## src/rtl/mux_rr_arbiter_pkg.sv

```systemverilog
// Shared types and constants for the round-robin 4:1 mux arbiter.
package mux_rr_arbiter_pkg;
  typedef enum logic {
    ST_ARB  = 1'b0,
    ST_XFER = 1'b1
  } state_e;

  localparam int NUM_REQ = 4;
  localparam int SEL_W   = 2;
endpackage

```

## src/rtl/mux_rr_arbiter_if.sv

```systemverilog
// Requester/downstream bundle of the mux arbiter, plus FSM debug visibility.
interface mux_rr_arbiter_if #(
  parameter int MAX_BURST = 4
);
  import mux_rr_arbiter_pkg::*;
  localparam int CW = $clog2(MAX_BURST + 1);

  // Output handshake: a bit moves in any cycle with out_valid && out_ready;
  // while out_valid && !out_ready the owner holds req and data stable.
  logic [NUM_REQ-1:0] req;
  logic               in0, in1, in2, in3;
  logic               out_ready;
  logic               addr0, addr1;
  logic               out_valid;
  logic               out_data;
  logic [NUM_REQ-1:0] gnt;
  state_e             dbg_state;
  logic [SEL_W-1:0]   dbg_owner;
  logic [CW-1:0]      dbg_burst;

  modport slave (
    input  req, in0, in1, in2, in3, out_ready,
    output addr0, addr1, out_valid, out_data, gnt,
    output dbg_state, dbg_owner, dbg_burst
  );

  modport master (
    output req, in0, in1, in2, in3, out_ready,
    input  addr0, addr1, out_valid, out_data, gnt,
    input  dbg_state, dbg_owner, dbg_burst
  );
endinterface

```

## src/rtl/mux_rr_arbiter_rr_pick4.sv

```systemverilog
// Rotating priority picker: first set req scanning base+1, base+2, base+3, base.
module rr_pick4
  import mux_rr_arbiter_pkg::*;
(
  input  logic [NUM_REQ-1:0] req,
  input  logic [SEL_W-1:0]   base,
  output logic               found,
  output logic [SEL_W-1:0]   idx
);
  logic [SEL_W-1:0] cand;

  // Walk from the farthest slot to the nearest so the nearest hit wins.
  always_comb begin
    found = 1'b0;
    idx   = base;
    cand  = '0;
    for (int k = NUM_REQ; k >= 1; k--) begin
      cand = base + SEL_W'(k);
      if (req[cand]) begin
        found = 1'b1;
        idx   = cand;
      end
    end
  end
endmodule

```

## src/rtl/mux_rr_arbiter.sv

```systemverilog
// Round-robin arbiter steering the structural 4:1 bit mux with bounded bursts.
module mux_rr_arbiter
  import mux_rr_arbiter_pkg::*;
#(
  parameter int MAX_BURST = 4
) (
  input  logic          clk,
  input  logic          reset,
  mux_rr_arbiter_if.slave bus
);
  localparam int             CW        = $clog2(MAX_BURST + 1);
  localparam logic [CW-1:0]  BURST_MAX = CW'(MAX_BURST);

  state_e           state, state_nxt;
  logic [SEL_W-1:0] owner, owner_nxt;
  logic [SEL_W-1:0] sel;
  logic [CW-1:0]    burst_cnt, burst_nxt;
  logic             req_own;
  logic             keep;
  logic             found;
  logic [SEL_W-1:0] pick_idx;

  assign req_own = bus.req[owner];
  // burst_cnt is 0 in ARB only straight out of reset, when the owner has never
  // been granted; the scan then starts at in0 instead of re-serving owner 3.
  assign keep = req_own && (burst_cnt != '0) && (burst_cnt < BURST_MAX);

  rr_pick4 u_pick (
    .req   (bus.req),
    .base  (owner),
    .found (found),
    .idx   (pick_idx)
  );

  always_ff @(posedge clk or posedge reset) begin
    if (reset) begin
      state     <= ST_ARB;
      owner     <= SEL_W'(NUM_REQ - 1);
      burst_cnt <= '0;
      sel       <= '0;
    end else begin
      state     <= state_nxt;
      owner     <= owner_nxt;
      burst_cnt <= burst_nxt;
      if (state == ST_ARB && state_nxt == ST_XFER) sel <= owner_nxt;
    end
  end

  always_comb begin
    state_nxt     = state;
    owner_nxt     = owner;
    burst_nxt     = burst_cnt;
    bus.out_valid = 1'b0;
    bus.gnt       = '0;
    case (state)
      ST_ARB: begin
        if (keep) begin
          state_nxt = ST_XFER;
        end else if (found) begin
          owner_nxt = pick_idx;
          burst_nxt = '0;
          state_nxt = ST_XFER;
        end
      end
      ST_XFER: begin
        bus.out_valid = req_own;
        if (!req_own) begin
          // Withdrawal: saturate the burst so the next ARB rotates away.
          burst_nxt = BURST_MAX;
          state_nxt = ST_ARB;
        end else if (bus.out_ready) begin
          bus.gnt   = NUM_REQ'(1) << owner;
          burst_nxt = burst_cnt + CW'(1);
          state_nxt = ST_ARB;
        end
      end
      default: state_nxt = ST_ARB;
    endcase
  end

  // Structural 4:1 single-bit multiplexer on the registered select.
  assign bus.out_data = (~sel[1] & ~sel[0] & bus.in0) |
                        (~sel[1] &  sel[0] & bus.in1) |
                        ( sel[1] & ~sel[0] & bus.in2) |
                        ( sel[1] &  sel[0] & bus.in3);

  assign bus.addr0     = sel[0];
  assign bus.addr1     = sel[1];
  assign bus.dbg_state = state;
  assign bus.dbg_owner = owner;
  assign bus.dbg_burst = burst_cnt;
endmodule
```

## src/flat_wrapper.sv

```systemverilog
// flat-port wrapper written by rule: the top's interface ports become plain ports
module mux_rr_arbiter_flat import mux_rr_arbiter_pkg::*;
#(
  parameter int MAX_BURST = 4
)
  (clk, reset, bus_req, bus_in0, bus_in1, bus_in2, bus_in3, bus_out_ready, bus_addr0, bus_addr1, bus_out_valid, bus_out_data, bus_gnt, bus_dbg_state, bus_dbg_owner, bus_dbg_burst);
  mux_rr_arbiter_if #(.MAX_BURST(MAX_BURST)) bus_i ();
  input  logic clk;
  input  logic reset;
  input wire logic [$bits(bus_i.req)-1:0] bus_req;
  input wire logic [$bits(bus_i.in0)-1:0] bus_in0;
  input wire logic [$bits(bus_i.in1)-1:0] bus_in1;
  input wire logic [$bits(bus_i.in2)-1:0] bus_in2;
  input wire logic [$bits(bus_i.in3)-1:0] bus_in3;
  input wire logic [$bits(bus_i.out_ready)-1:0] bus_out_ready;
  output wire logic [$bits(bus_i.addr0)-1:0] bus_addr0;
  output wire logic [$bits(bus_i.addr1)-1:0] bus_addr1;
  output wire logic [$bits(bus_i.out_valid)-1:0] bus_out_valid;
  output wire logic [$bits(bus_i.out_data)-1:0] bus_out_data;
  output wire logic [$bits(bus_i.gnt)-1:0] bus_gnt;
  output wire logic [$bits(bus_i.dbg_state)-1:0] bus_dbg_state;
  output wire logic [$bits(bus_i.dbg_owner)-1:0] bus_dbg_owner;
  output wire logic [$bits(bus_i.dbg_burst)-1:0] bus_dbg_burst;
  assign bus_i.req = bus_req;
  assign bus_i.in0 = bus_in0;
  assign bus_i.in1 = bus_in1;
  assign bus_i.in2 = bus_in2;
  assign bus_i.in3 = bus_in3;
  assign bus_i.out_ready = bus_out_ready;
  assign bus_addr0 = bus_i.addr0;
  assign bus_addr1 = bus_i.addr1;
  assign bus_out_valid = bus_i.out_valid;
  assign bus_out_data = bus_i.out_data;
  assign bus_gnt = bus_i.gnt;
  assign bus_dbg_state = bus_i.dbg_state;
  assign bus_dbg_owner = bus_i.dbg_owner;
  assign bus_dbg_burst = bus_i.dbg_burst;
  mux_rr_arbiter #(.MAX_BURST(MAX_BURST)) u_core (.clk(clk), .reset(reset), .bus(bus_i));
endmodule
```

## config.mk

```make
export PLATFORM = sky130hd
export DESIGN_NAME = mux_rr_arbiter_flat
export DESIGN_NICKNAME = d
export VERILOG_FILES = /design/src/rtl/mux_rr_arbiter_pkg.sv /design/src/rtl/mux_rr_arbiter_if.sv /design/src/rtl/mux_rr_arbiter_rr_pick4.sv /design/src/rtl/mux_rr_arbiter.sv /design/src/flat_wrapper.sv
export SDC_FILE = /design/constraint.sdc
export NUM_CORES = 1
export LEC_CHECK = 0
export CORE_MARGIN = 2
export CORE_UTILIZATION = 48
export DETAILED_ROUTE_END_ITERATION = 12
export MAX_ROUTING_LAYER = met4
export PLACE_DENSITY = 0.94
export SLEW_MARGIN = 40
export SYNTH_ARGS = -nofsm -noshare
export SYNTH_HDL_FRONTEND = slang
export SYNTH_SLANG_ARGS = --single-unit
```

## constraint.sdc

```tcl
create_clock -name clk -period 3.95 [get_ports clk]
set_input_delay 1.185 -clock clk [delete_from_list [all_inputs] [get_ports clk]]
set_output_delay 1.185 -clock clk [all_outputs]
set_load 0.005 [all_outputs]
```

After elaboration in Yosys (flattened, before gate mapping)
Index checks and enable logic that the tools add are counted.
{ "op_classes": {"n_shift": 1, "order_cmp": 5, "addsub": 4, "mux": 32, "n_reduce_logical": 5, "bitwise_logic": 14, "eq_ne": 3} }
{ "op_table": {"columns": ["op", "count"], "rows": [
  ["$mux W1", 13],
  ["$lt A2 B3 Y1 const B", 4],
  ["$mux W2", 6],
  ["$mux W3", 4],
  ["$mux W4", 3],
  ["$and A1 B1 Y1", 8],
  ["$bmux W1 S2", 4],
  ["$pmux W3 S2", 1],
  ["$add A2 B2 Y2 const B", 2],
  ["$shl A1 B2 Y4 const A", 1],
  ["$add A3 B1 Y3 const B", 1],
  ["$logic_and A1 B1 Y1", 3],
  ["$lt A3 B3 Y1 const B", 1],
  ["$ne A3 B3 Y1 const B", 1],
  ["$not A1 Y1", 3],
  ["$or A1 B1 Y1", 3],
  ["$reduce_and A3 Y1", 1],
  ["$reduce_bool A3 Y1", 1],
  ["$add A2 B1 Y2 const B", 1],
  ["$ne A2 B1 Y1 const B", 1],
  ["$ne A2 B2 Y1 const B", 1],
  ["$pmux W1 S2", 1]
]} }
{ "word_totals": {"wordCells": 68, "in_bits": 11, "ff_bits": 8} }

Depth between registers and ports, before layout
Gate-level depths: netlist of the first run.
{ "depth": {"depth_word": 10, "depth_mapped": 8} }

Modules after synthesis
A second synthesis of the first run with hierarchy kept.
{ "hier_totals": {"cells_unflattened": 70, "area_unflattened_um2": 653.1} }
{ "modules_own_cells": {"columns": ["module", "cells_each", "instances", "area_per_inst_um2"], "rows": [
  ["mux_rr_arbiter", 56, 1, 570.5],
  ["rr_pick4", 14, 1, 82.6]
]} }

Worst setup path before layout of the first run
Ideal clock, no wire load.
{ "synth_path": {"path_type": "in2out", "start": "input bus_req[2]", "end": "output bus_gnt[0]", "required_ns": 2.765, "arrival_time_ns": 1.981, "cell_stages": 4, "slack_ns": 0.784, "cell_sequence": "mux2_2 -> mux2i_1 -> nor2b_1 -> and3_2"} }
{ "synth_between": {"elab_chain_len": 4} }
{ "synth_rtl": {"columns": ["element", "line", "source"], "rows": [
  ["start: declaration", "flat_wrapper.sv:10", "input wire logic [$bits(bus_i.req)-1:0] bus_req;"],
  ["$bmux W1 S2", "mux_rr_arbiter.sv:23", "assign req_own = bus.req[owner];"],
  ["$mux W1 (implied by the code)", "mux_rr_arbiter.sv:23", null],
  ["$mux W4", "mux_rr_arbiter.sv:67", "if (!req_own) begin"],
  ["$mux W4", "mux_rr_arbiter.sv:55", "case (state)"],
  ["end: declaration", "flat_wrapper.sv:20", "output wire logic [$bits(bus_i.gnt)-1:0] bus_gnt;"]
]} }
No other way between the ends. The select of a mux whose other input is x is not followed.

Worst setup path after layout of the first run
{ "layout_path": {"start": "input bus_req[3]", "end": "output bus_gnt[0]"} }
Same word-level chain as after synthesis.

==> flow_metrics.env, run 1 <==
export IMPL_max_freq_mhz=260
export IMPL_total_power_w=0.000815
export IMPL_place_ws_ns=-0.116
export IMPL_grtUsageTotal_pct=24.0
export IMPL_cellPowerDensity_nw_per_um2=754
export IMPL_yosysWarnings=0
export IMPL_cts_hold_buf=0
export IMPL_wl_per_cell_um=15.4
export IMPL_ys_seq_elements=8
export IMPL_clock_path_buffers=2
export IMPL_antenna_found_initial=0
export IMPL_core_area_um2=1490
export IMPL_clock_latency_ns=0.26
export IMPL_hold_viol=0
export IMPL_finalNetCount=127
export IMPL_path_clk_slew_ns=0.06
export IMPL_drive_above_1_share_pct=30.6
export IMPL_cts_tree="done"
export IMPL_min_period_over_period_pct=97.4
export IMPL_numCtsBuffers=3
export IMPL_hp_class="reg -> reg"
export IMPL_grt_pass1_wl_um=3390
export IMPL_gp_congestion=0.812
export IMPL_grt_max_degree=16
export IMPL_critPathKind="in -> out"
export IMPL_fp_dieH_um=43.8
export IMPL_area_growth_pct=42.1
export IMPL_finalClockSkew_ns=0.0115
export IMPL_cts_sinks=8
export IMPL_grt_overflow=0
export IMPL_drtAntennaViolNets=0
export IMPL_root_buffer="clkbuf_4"
export IMPL_die_width_um=43.8
export IMPL_syn_area_um2=761
export IMPL_drv_cap=0
export IMPL_synth_seq_area_share_pct=26.6
export IMPL_drt_total_wl_um=1910
export IMPL_cp_required_ns=2.76
export IMPL_htreeDepth=1
export IMPL_final_core_util_pct=72.6
export IMPL_vias_per_cell=5.98
export IMPL_p_leak_nw=0.509
export IMPL_critPathMaxFanout=5
export IMPL_slew_headroom_pct=64.1
export IMPL_synth_cells=76
export IMPL_port_buffers=24
export IMPL_diodes=0
export IMPL_critPathCaptureType="output port"
export IMPL_post_dp_hpwl_um=1460
export IMPL_rsz0062_at_grt="false"
export IMPL_crit_path_start_kind="input pin"
export IMPL_drcViolationCount=0
export IMPL_post_route_min_period_ns=3.85
export IMPL_vias=742
export IMPL_io_pins=25
export IMPL_synth_cell_type_count=37
export IMPL_drt_iter0_markers=12
export IMPL_rows=14
export IMPL_grt_pass1_vias=753
export IMPL_dr_pass1_iters=4
export IMPL_worstPathArrival_ns=2.66
export IMPL_final_max_slew_viol_count=0
export IMPL_worst_slack_ns=0.104
export IMPL_tightest_slew_ns=0.533
export IMPL_dieArea_um2=1920
export IMPL_peakVddDrop_mv=0.541
export IMPL_start_util_pct=51.1
export IMPL_outcome="complete, no violations"
export IMPL_tns_ns=0
export IMPL_setup_viol=0
export IMPL_synth_nets=93
export IMPL_syn_avg_cell_area_um2=10.0
[worst paths after layout]
check                                         from                 endpoint  slack (ns)  cells after the start
max in group asynchronous                    reset  u_core.bus.dbg_owner[0]        2.49                      2
max                                     bus_req[3]               bus_gnt[0]        0.10                      6
min                                  u_core.sel[1]            u_core.sel[1]        0.57                      1
min reg2reg                          u_core.sel[1]            u_core.sel[1]        0.57                      1
min in group asynchronous                    reset            u_core.sel[1]        1.17                      2
max reg2reg                u_core.bus.dbg_owner[1]            u_core.sel[0]        1.38                      7
[cell families (layout without fill, tap and decap cells)]
logic type	Yosys count	in the layout	share of synthesized area, %
buf+inv	9	41	5.92
flops	8	8	26.6
compound gates	18	18	18.9
fa+ha+maj	6	6	9.87
mux	12	12	20.7
simple gates	23	23	17.9
[final cells by class]
type                    instances  area (µm²)
fillers                       104         408
flip-flops and latches          8         203
inverters                       7        26.3
clock buffers                   3        22.5
repair buffers                 31         287
well taps                      16        20.0
multi-input cells              59         523
[worst max-delay path, stage by stage]
cell and delay, ns:
clkdlybuf4s50_1 0.43, mux2_4 0.29, mux2i_2 0.19, nor2b_2 0.09, and3_2 0.21, dlygate4sd2_1 0.26
[power by group]
part / internal, W / leakage (nW) / total (W) / switching (W)
sequential: 0.000130 / 0.0947 / 0.000212 / 0.0000817
clock: 0.0000347 / 0.0138 / 0.0000622 / 0.0000275
combinational: 0.000316 / 0.401 / 0.000541 / 0.000226
total: 0.000481 / 0.509 / 0.000815 / 0.000335
[sequential cells by signal (all words and copies together), names as in the netlist]
| signal | cells |
|---|---|
| u_core.bus.dbg_state | 1 |
| u_core.bus.dbg_burst | 3 |
| u_core.bus.dbg_owner | 2 |
| u_core.sel | 2 |
[cells in the mapped netlist]
cell type,number,area share (%)
buf_6,1,1.5
dfstp_2,2,6.9
and3_2,3,3.0
mux2i_1,3,3.9
and2_1,1,0.82
mux2_2,4,5.9
nor4_2,1,1.6
nor3_1,2,1.3
a22o_2,2,2.6
nor2b_1,1,0.82
dfrtp_1,6,20
o2111ai_1,2,2.3
and3_1,1,0.82
mux2_4,4,7.9
a21o_2,1,1.2
nand2b_1,2,1.6
o21bai_1,1,0.99
buf_4,1,0.99
o221ai_1,1,1.2
or2_2,1,0.82
ha_1,6,9.9
a221oi_1,1,1.2
a21oi_1,3,2.0
o32ai_1,1,1.2
nor3b_1,1,0.99
nor2_1,5,2.5
a41o_1,1,1.3
inv_1,7,3.5
o21ai_0,1,0.66
o22a_1,1,1.2
mux4_2,1,3.0
a21oi_2,1,1.2
a22oi_1,1,0.99
nor3_2,1,1.3
nor4_1,1,0.82
nand2_1,3,1.5
o2bb2ai_1,1,1.2
[per-layer routing]
layer | part of all wire [%] | GRT usage, %
met5 | 0 | -
met4 | 3.8 | 10.9
met3 | 4.1 | 4.58
met2 | 48 | 36.5
met1 | 44 | 30.6
[stage by stage]
stage | hold WS, ns | area [µm²] | cells
2_1_floorplan | 0.534 | 761 | 76
3_3_place_gp | 0.544 | 1050 | 120
3_5_place_dp | 0.555 | 1050 | 120
4_1_cts | 0.579 | 1080 | 124
5_1_grt | 0.601 | 1080 | 124
6_report | 0.572 | 1080 | 124
[cells in the final DEF (no fill, tap or decap), types with 2 or more instances in the layout]
cell type / n
o2111ai_1: 2
nand2_1: 3
nor2_1: 5
mux2_2: 3
clkdlybuf4s50_1: 19
dlygate4sd2_1: 5
mux2i_1: 2
dfstp_2: 2
clkbuf_4: 3
a22o_2: 2
inv_1: 7
nor3_1: 2
ha_1: 6
a21oi_1: 3
and3_2: 3
buf_4: 7
dfrtp_1: 6
nand2b_1: 2
mux2_4: 5
[repair_timing]
item,4_1_cts,5_1_grt
setup endpoints to repair,5,0
buffers inserted,1,0
resized for setup,8,0
hold endpoints to repair,0,0
Note: power is estimated with default switching activity, not from simulation.
==> inputs of run 2 (changes only) <==
Settings changed: CORE_UTILIZATION 48 to 40, PLACE_DENSITY 0.94 to 0.85.
Clock period 3.95 ns to 3.4 ns, I/O delays scaled along.
==> run 2 against run 1 <==
  * Clock-buffer cell count is 1 higher
  * Utilization is 9.0 points lower
  * Register-to-register slack lost 0.59 ns
  * Largest power group unchanged
  * Clock power up 22%
==> flow_metrics.env, run 2 (same netlist as run 1, synthesis figures left out) <==
export IMPL_fin_area_um2=1120
export IMPL_tightest_slew_ns=0.565
export IMPL_rr_startpoint="u_core.bus.dbg_owner[0]"
export IMPL_final_max_slew_viol_count=0
export IMPL_root_buffer="clkbuf_4"
export IMPL_layout_commonest_cell="clkdlybuf4s50_1"
export IMPL_critPathKind="in -> out"
export IMPL_critPathCaptureType="output port"
export IMPL_drive_above_1_share_pct=32.1
export IMPL_wl_per_cell_um=14.5
export IMPL_outcome="complete, no violations"
export IMPL_drcViolationCount=0
export IMPL_fill_cells=169
export IMPL_dr_pass1_iters=4
export IMPL_dieArea_um2=2270
export IMPL_fp_dieH_um=47.6
export IMPL_cellPowerDensity_nw_per_um2=876
export IMPL_worstPathArrival_ns=2.35
export IMPL_worstHoldStart="u_core.sel[0]"
export IMPL_p_leak_nw=0.532
export IMPL_numCtsBuffers=3
export IMPL_hold_viol=0
export IMPL_area_growth_pct=47.5
export IMPL_max_freq_mhz=297
export IMPL_gp_congestion=0.857
export IMPL_cp_required_ns=2.38
export IMPL_clock_latency_ns=0.25
export IMPL_cpMaxStageDelayCell="mux4_2"
export IMPL_start_util_pct=43.1
export IMPL_place_ws_ns=-0.316
export IMPL_hp_class="reg -> reg"
export IMPL_largest_reg_flops=3
export IMPL_crit_chain="clkdlybuf4s50_1 -> mux4_2 -> clkdlybuf4s50_1"
export IMPL_htreeDepth=1
export IMPL_io_pins=25
export IMPL_grt_pass1_vias=666
export IMPL_finalNetCount=130
export IMPL_placed_area_um2=1060
export IMPL_finalClockSkew_ns=0.00447
export IMPL_post_route_min_period_ns=3.37
export IMPL_cts_sinks=8
export IMPL_post_dp_hpwl_um=1550
export IMPL_grt_overflow=0
export IMPL_min_period_over_period_pct=99.2
export IMPL_critical_path_max_stage_delay_ns=0.46
export IMPL_drt_iter0_markers=12
export IMPL_final_cell_mix="clkdlybuf4s50_1, buf_4, dlygate4sd2_1"
export IMPL_grt_pass1_wl_um=2970
export IMPL_crit_path_start_kind="input pin"
export IMPL_rsz0062_at_grt="false"
export IMPL_drtAntennaViolNets=0
export IMPL_total_power_w=0.000983
export IMPL_drt_total_wl_um=1990
export IMPL_clock_path_buffers=2
export IMPL_critPathMaxFanout=1
export IMPL_slew_headroom_pct=62.0
export IMPL_cp_common_cell="clkdlybuf4s50_1"
export IMPL_antenna_found_initial=0
export IMPL_port_buffers=24
export IMPL_rows=15
export IMPL_diodes=0
export IMPL_grt_max_degree=16
export IMPL_vias_per_cell=5.53
export IMPL_cts_tree="done"
export IMPL_path_clk_slew_ns=0.05
export IMPL_peakVddDrop_mv=0.391
export IMPL_die_width_um=47.6
export IMPL_vias=757
export IMPL_drv_cap=0
export IMPL_cp_startpoint="bus_in2"
export IMPL_grtUsageTotal_pct=19.8
export IMPL_setup_viol=0
export IMPL_core_area_um2=1760
export IMPL_worst_slack_ns=0.0284
## run 2: changes by cell type in the layout (fill, tap and decap cells not counted)
cell / delta
dlygate4sd2_1: +4
mux2i_2: -1
clkbuf_1: +1
clkdlybuf4s50_1: -4
mux2i_4: +1
buf_4: +3
## run 2: stage by stage
step	instances	util [%]	TNS (ns)	hold slack [ns]
after detailed placement	129	60.0	-1.49	0.562
after CTS	137	63.1	0	0.575
final	137	63.6	0	0.562
after global routing	137	63.6	0	0.593
after floorplan	76	-	0	0.534
after global placement	129	60.0	-1.26	0.544
## run 2: path summary, 6_finish.rpt
path                                           endpoint  slack, ns  cells after the start
worst max-delay path                       bus_out_data       0.03                      3
worst min-delay path                      u_core.sel[0]       0.56                      1
worst max register to register            u_core.sel[0]       0.79                      7
worst min register to register            u_core.sel[0]       0.56                      1
max in group asynchronous       u_core.bus.dbg_owner[0]       2.12                      2
min in group asynchronous       u_core.bus.dbg_burst[1]       1.00                      2
## run 2: report_power, final
group | internal [W] | switching [W] | total, W | leakage, nW
Combinational | 0.000392 | 0.000271 | 0.000663 | 0.422
Clock | 0.0000448 | 0.0000310 | 0.0000758 | 0.0150
Sequential | 0.000151 | 0.0000921 | 0.000244 | 0.0947
Total | 0.000589 | 0.000394 | 0.000983 | 0.532
## run 2: layout make-up
| type | count | area (µm²) | share of cell area, % |
|---|---|---|---|
| flip-flops and latches | 8 | 203 | 18.1 |
| well taps | 25 | 31.3 | 2.79 |
| repair buffers | 34 | 304 | 27.1 |
| clock buffers | 4 | 26.3 | 2.34 |
| multi-input cells | 59 | 532 | 47.4 |
| inverters | 7 | 26.3 | 2.34 |
## run 2: repair_timing
item,4_1_cts,5_1_grt
hold buffers,0,0
buffers inserted,4,0
gates resized for setup,12,1
endpoints found under the setup margin,5,1
pin swaps,0,0
## run 2: critical path, delay by kind of cell
family                 cells  cell delay [ns]
multiplexers               1             0.46
buffers and inverters      2             0.87
## run 2: routing by layer
metal / part of all wire [%] / vias up / track usage, %
met2: 51 / 29 / 32.2
li1: - / 357 / -
met3: 4.6 / 8 / 3.40
met5: 0 / - / -
met1: 42 / 363 / 23.4
met4: 2.2 / 0 / 10.3
==> inputs of run 3 (changes only) <==
Settings changed: CORE_UTILIZATION 40 to 30, PLACE_DENSITY 0.85 to 0.69, SKIP_LAST_GASP set to 1.
==> run 3 against run 2 <==
  * Via count decreased by 0.26%
  * Clock power shrank 7.7%
  * Wire length is 7.2% lower
  * Utilization fell by 17 points
  * Critical endpoint unchanged
==> flow_metrics.env, run 3 (same netlist as run 1, synthesis figures left out) <==
export IMPL_final_core_util_pct=46.8
export IMPL_core_area_um2=2430
export IMPL_io_pins=25
export IMPL_cts_tree="done"
export IMPL_drt_total_wl_um=1850
export IMPL_r2r_end="u_core.sel[0]"
export IMPL_grt_pass1_wl_um=3170
export IMPL_wl_per_cell_um=12.9
export IMPL_worstHoldStart="u_core.bus.dbg_burst[1]"
export IMPL_cp_required_ns=2.38
export IMPL_finalNetCount=132
export IMPL_dr_pass1_iters=4
export IMPL_diodes=0
export IMPL_grt_met3_usage_pct=2.46
export IMPL_hp_class="reg -> reg"
export IMPL_use_met2_pct=22.9
export IMPL_grtUsageTotal_pct=15.0
export IMPL_drive_above_1_share_pct=34.5
export IMPL_start_util_pct=31.3
export IMPL_cellPowerDensity_nw_per_um2=857
export IMPL_clock_latency_ns=0.25
export IMPL_port_buffers=24
export IMPL_peakVddDrop_mv=0.395
export IMPL_htreeDepth=1
export IMPL_drt_iter0_markers=11
export IMPL_antenna_found_initial=0
export IMPL_largest_reg_flops=3
export IMPL_finalClockSkew_ns=0.00622
export IMPL_gr_usage_met1_pct=19.4
export IMPL_max_freq_mhz=299
export IMPL_dieArea_um2=2950
export IMPL_crit_path_start_kind="input pin"
export IMPL_final_max_slew_viol_count=0
export IMPL_clock_path_buffers=2
export IMPL_critPathMaxFanout=1
export IMPL_hold_viol=0
export IMPL_critPathCaptureType="output port"
export IMPL_worstPathArrival_ns=2.33
export IMPL_holdPathEnd="u_core.bus.dbg_burst[1]"
export IMPL_post_dp_hpwl_um=1440
export IMPL_vias_per_cell=5.28
export IMPL_fp_dieH_um=54.4
export IMPL_grt_pass1_vias=710
export IMPL_final_cell_mix="clkdlybuf4s50_1, buf_4, inv_1"
export IMPL_slew_headroom_pct=61.9
export IMPL_drtAntennaViolNets=0
export IMPL_outcome="complete, no violations"
export IMPL_gp_congestion=0.877
export IMPL_reg2reg_depth=7
export IMPL_root_buffer="clkbuf_4"
export IMPL_drv_cap=0
export IMPL_register_area_um2=203
export IMPL_place_ws_ns=-0.333
export IMPL_min_period_over_period_pct=98.4
export IMPL_busiest_layer="met2"
export IMPL_tightest_slew_ns=0.566
export IMPL_fill_cells=256
export IMPL_rows=18
export IMPL_path_clk_slew_ns=0.05
export IMPL_cts_hold_buf=0
export IMPL_hold_path_depth=1
export IMPL_worst_slack_ns=0.0547
export IMPL_drcViolationCount=0
export IMPL_setup_viol=0
export IMPL_vias=755
export IMPL_grt_max_degree=16
export IMPL_grt_overflow=0
export IMPL_rr_startpoint="u_core.bus.dbg_owner[1]"
export IMPL_cts_sinks=8
export IMPL_critPathKind="in -> out"
export IMPL_p_leak_nw=0.530
export IMPL_numCtsBuffers=3
export IMPL_area_growth_pct=49.7
export IMPL_post_route_min_period_ns=3.35
export IMPL_final_cells=143
export IMPL_place_inst=137
export IMPL_tns_ns=0
export IMPL_reg2reg_slack_ns=0.92
export IMPL_die_width_um=54.4
export IMPL_multiInputGateArea_um2=532
export IMPL_layout_commonest_cell="clkdlybuf4s50_1"
run 3: changes by cell type in the layout (fill, tap and decap cells not counted), sizes merged:
cell / change
buf: +2
dlygate4sd2: -3
clkdlybuf4s15: +2
run 3: critical path: stages:
cell	delay (ns)
clkdlybuf4s50_1	0.39
mux4_2	0.45
clkdlybuf4s50_1	0.46
run 3: report_power, final:
part           switching, W  internal (W)  leakage [nW]  total (W)
logic              0.000289      0.000395         0.421   0.000684
registers         0.0000721      0.000150        0.0947   0.000223
clock network     0.0000298     0.0000402        0.0138  0.0000700
run 3: per-layer routing:
| layer | wire (µm) | vias up |
|---|---|---|
| met3 | 79 | 4 |
| li1 | - | 358 |
| met4 | 31 | 0 |
| met5 | 0 | - |
| met1 | 864 | 365 |
| met2 | 874 | 28 |
run 3: worst max-delay path by stage:
stage / cells past startpoint / to / startpoint / slack (ns)
6_report: 3 / bus_out_data / bus_in3 / 0.05
5_1_grt: 7 / bus_gnt[0] / bus_req[0] / -0.004
4_1_cts: 7 / bus_gnt[0] / bus_req[0] / 0.03
3_5_place_dp: 6 / bus_gnt[0] / bus_req[0] / -0.33
3_3_place_gp: 6 / bus_gnt[0] / bus_req[0] / -0.29
2_1_floorplan: 4 / bus_gnt[0] / bus_req[2] / 0.56
run 3: timing repair:
item	4_1_cts	5_1_grt
setup endpoints to repair	5	3
buffers inserted	2	1
gates resized for setup	15	2
run 3: metrics by stage:
| step | instance area, µm² | hold WS (ns) | total power [W] |
|---|---|---|---|
| floorplan | 761 | 0.534 | 0.000623 |
| global placement | 1090 | 0.547 | 0.000849 |
| detailed placement | 1090 | 0.567 | 0.000867 |
| CTS | 1130 | 0.581 | 0.000964 |
| global route | 1140 | 0.616 | 0.00107 |
| finish | 1140 | 0.578 | 0.000976 |
run 3: area by class of cell:
class / instances / area share [%]
tap: 30 / 3.30
clock buffer: 3 / 1.98
multi-input combinational: 59 / 46.7
timing repair buffer: 36 / 27.9
sequential: 8 / 17.8
inverter: 7 / 2.31
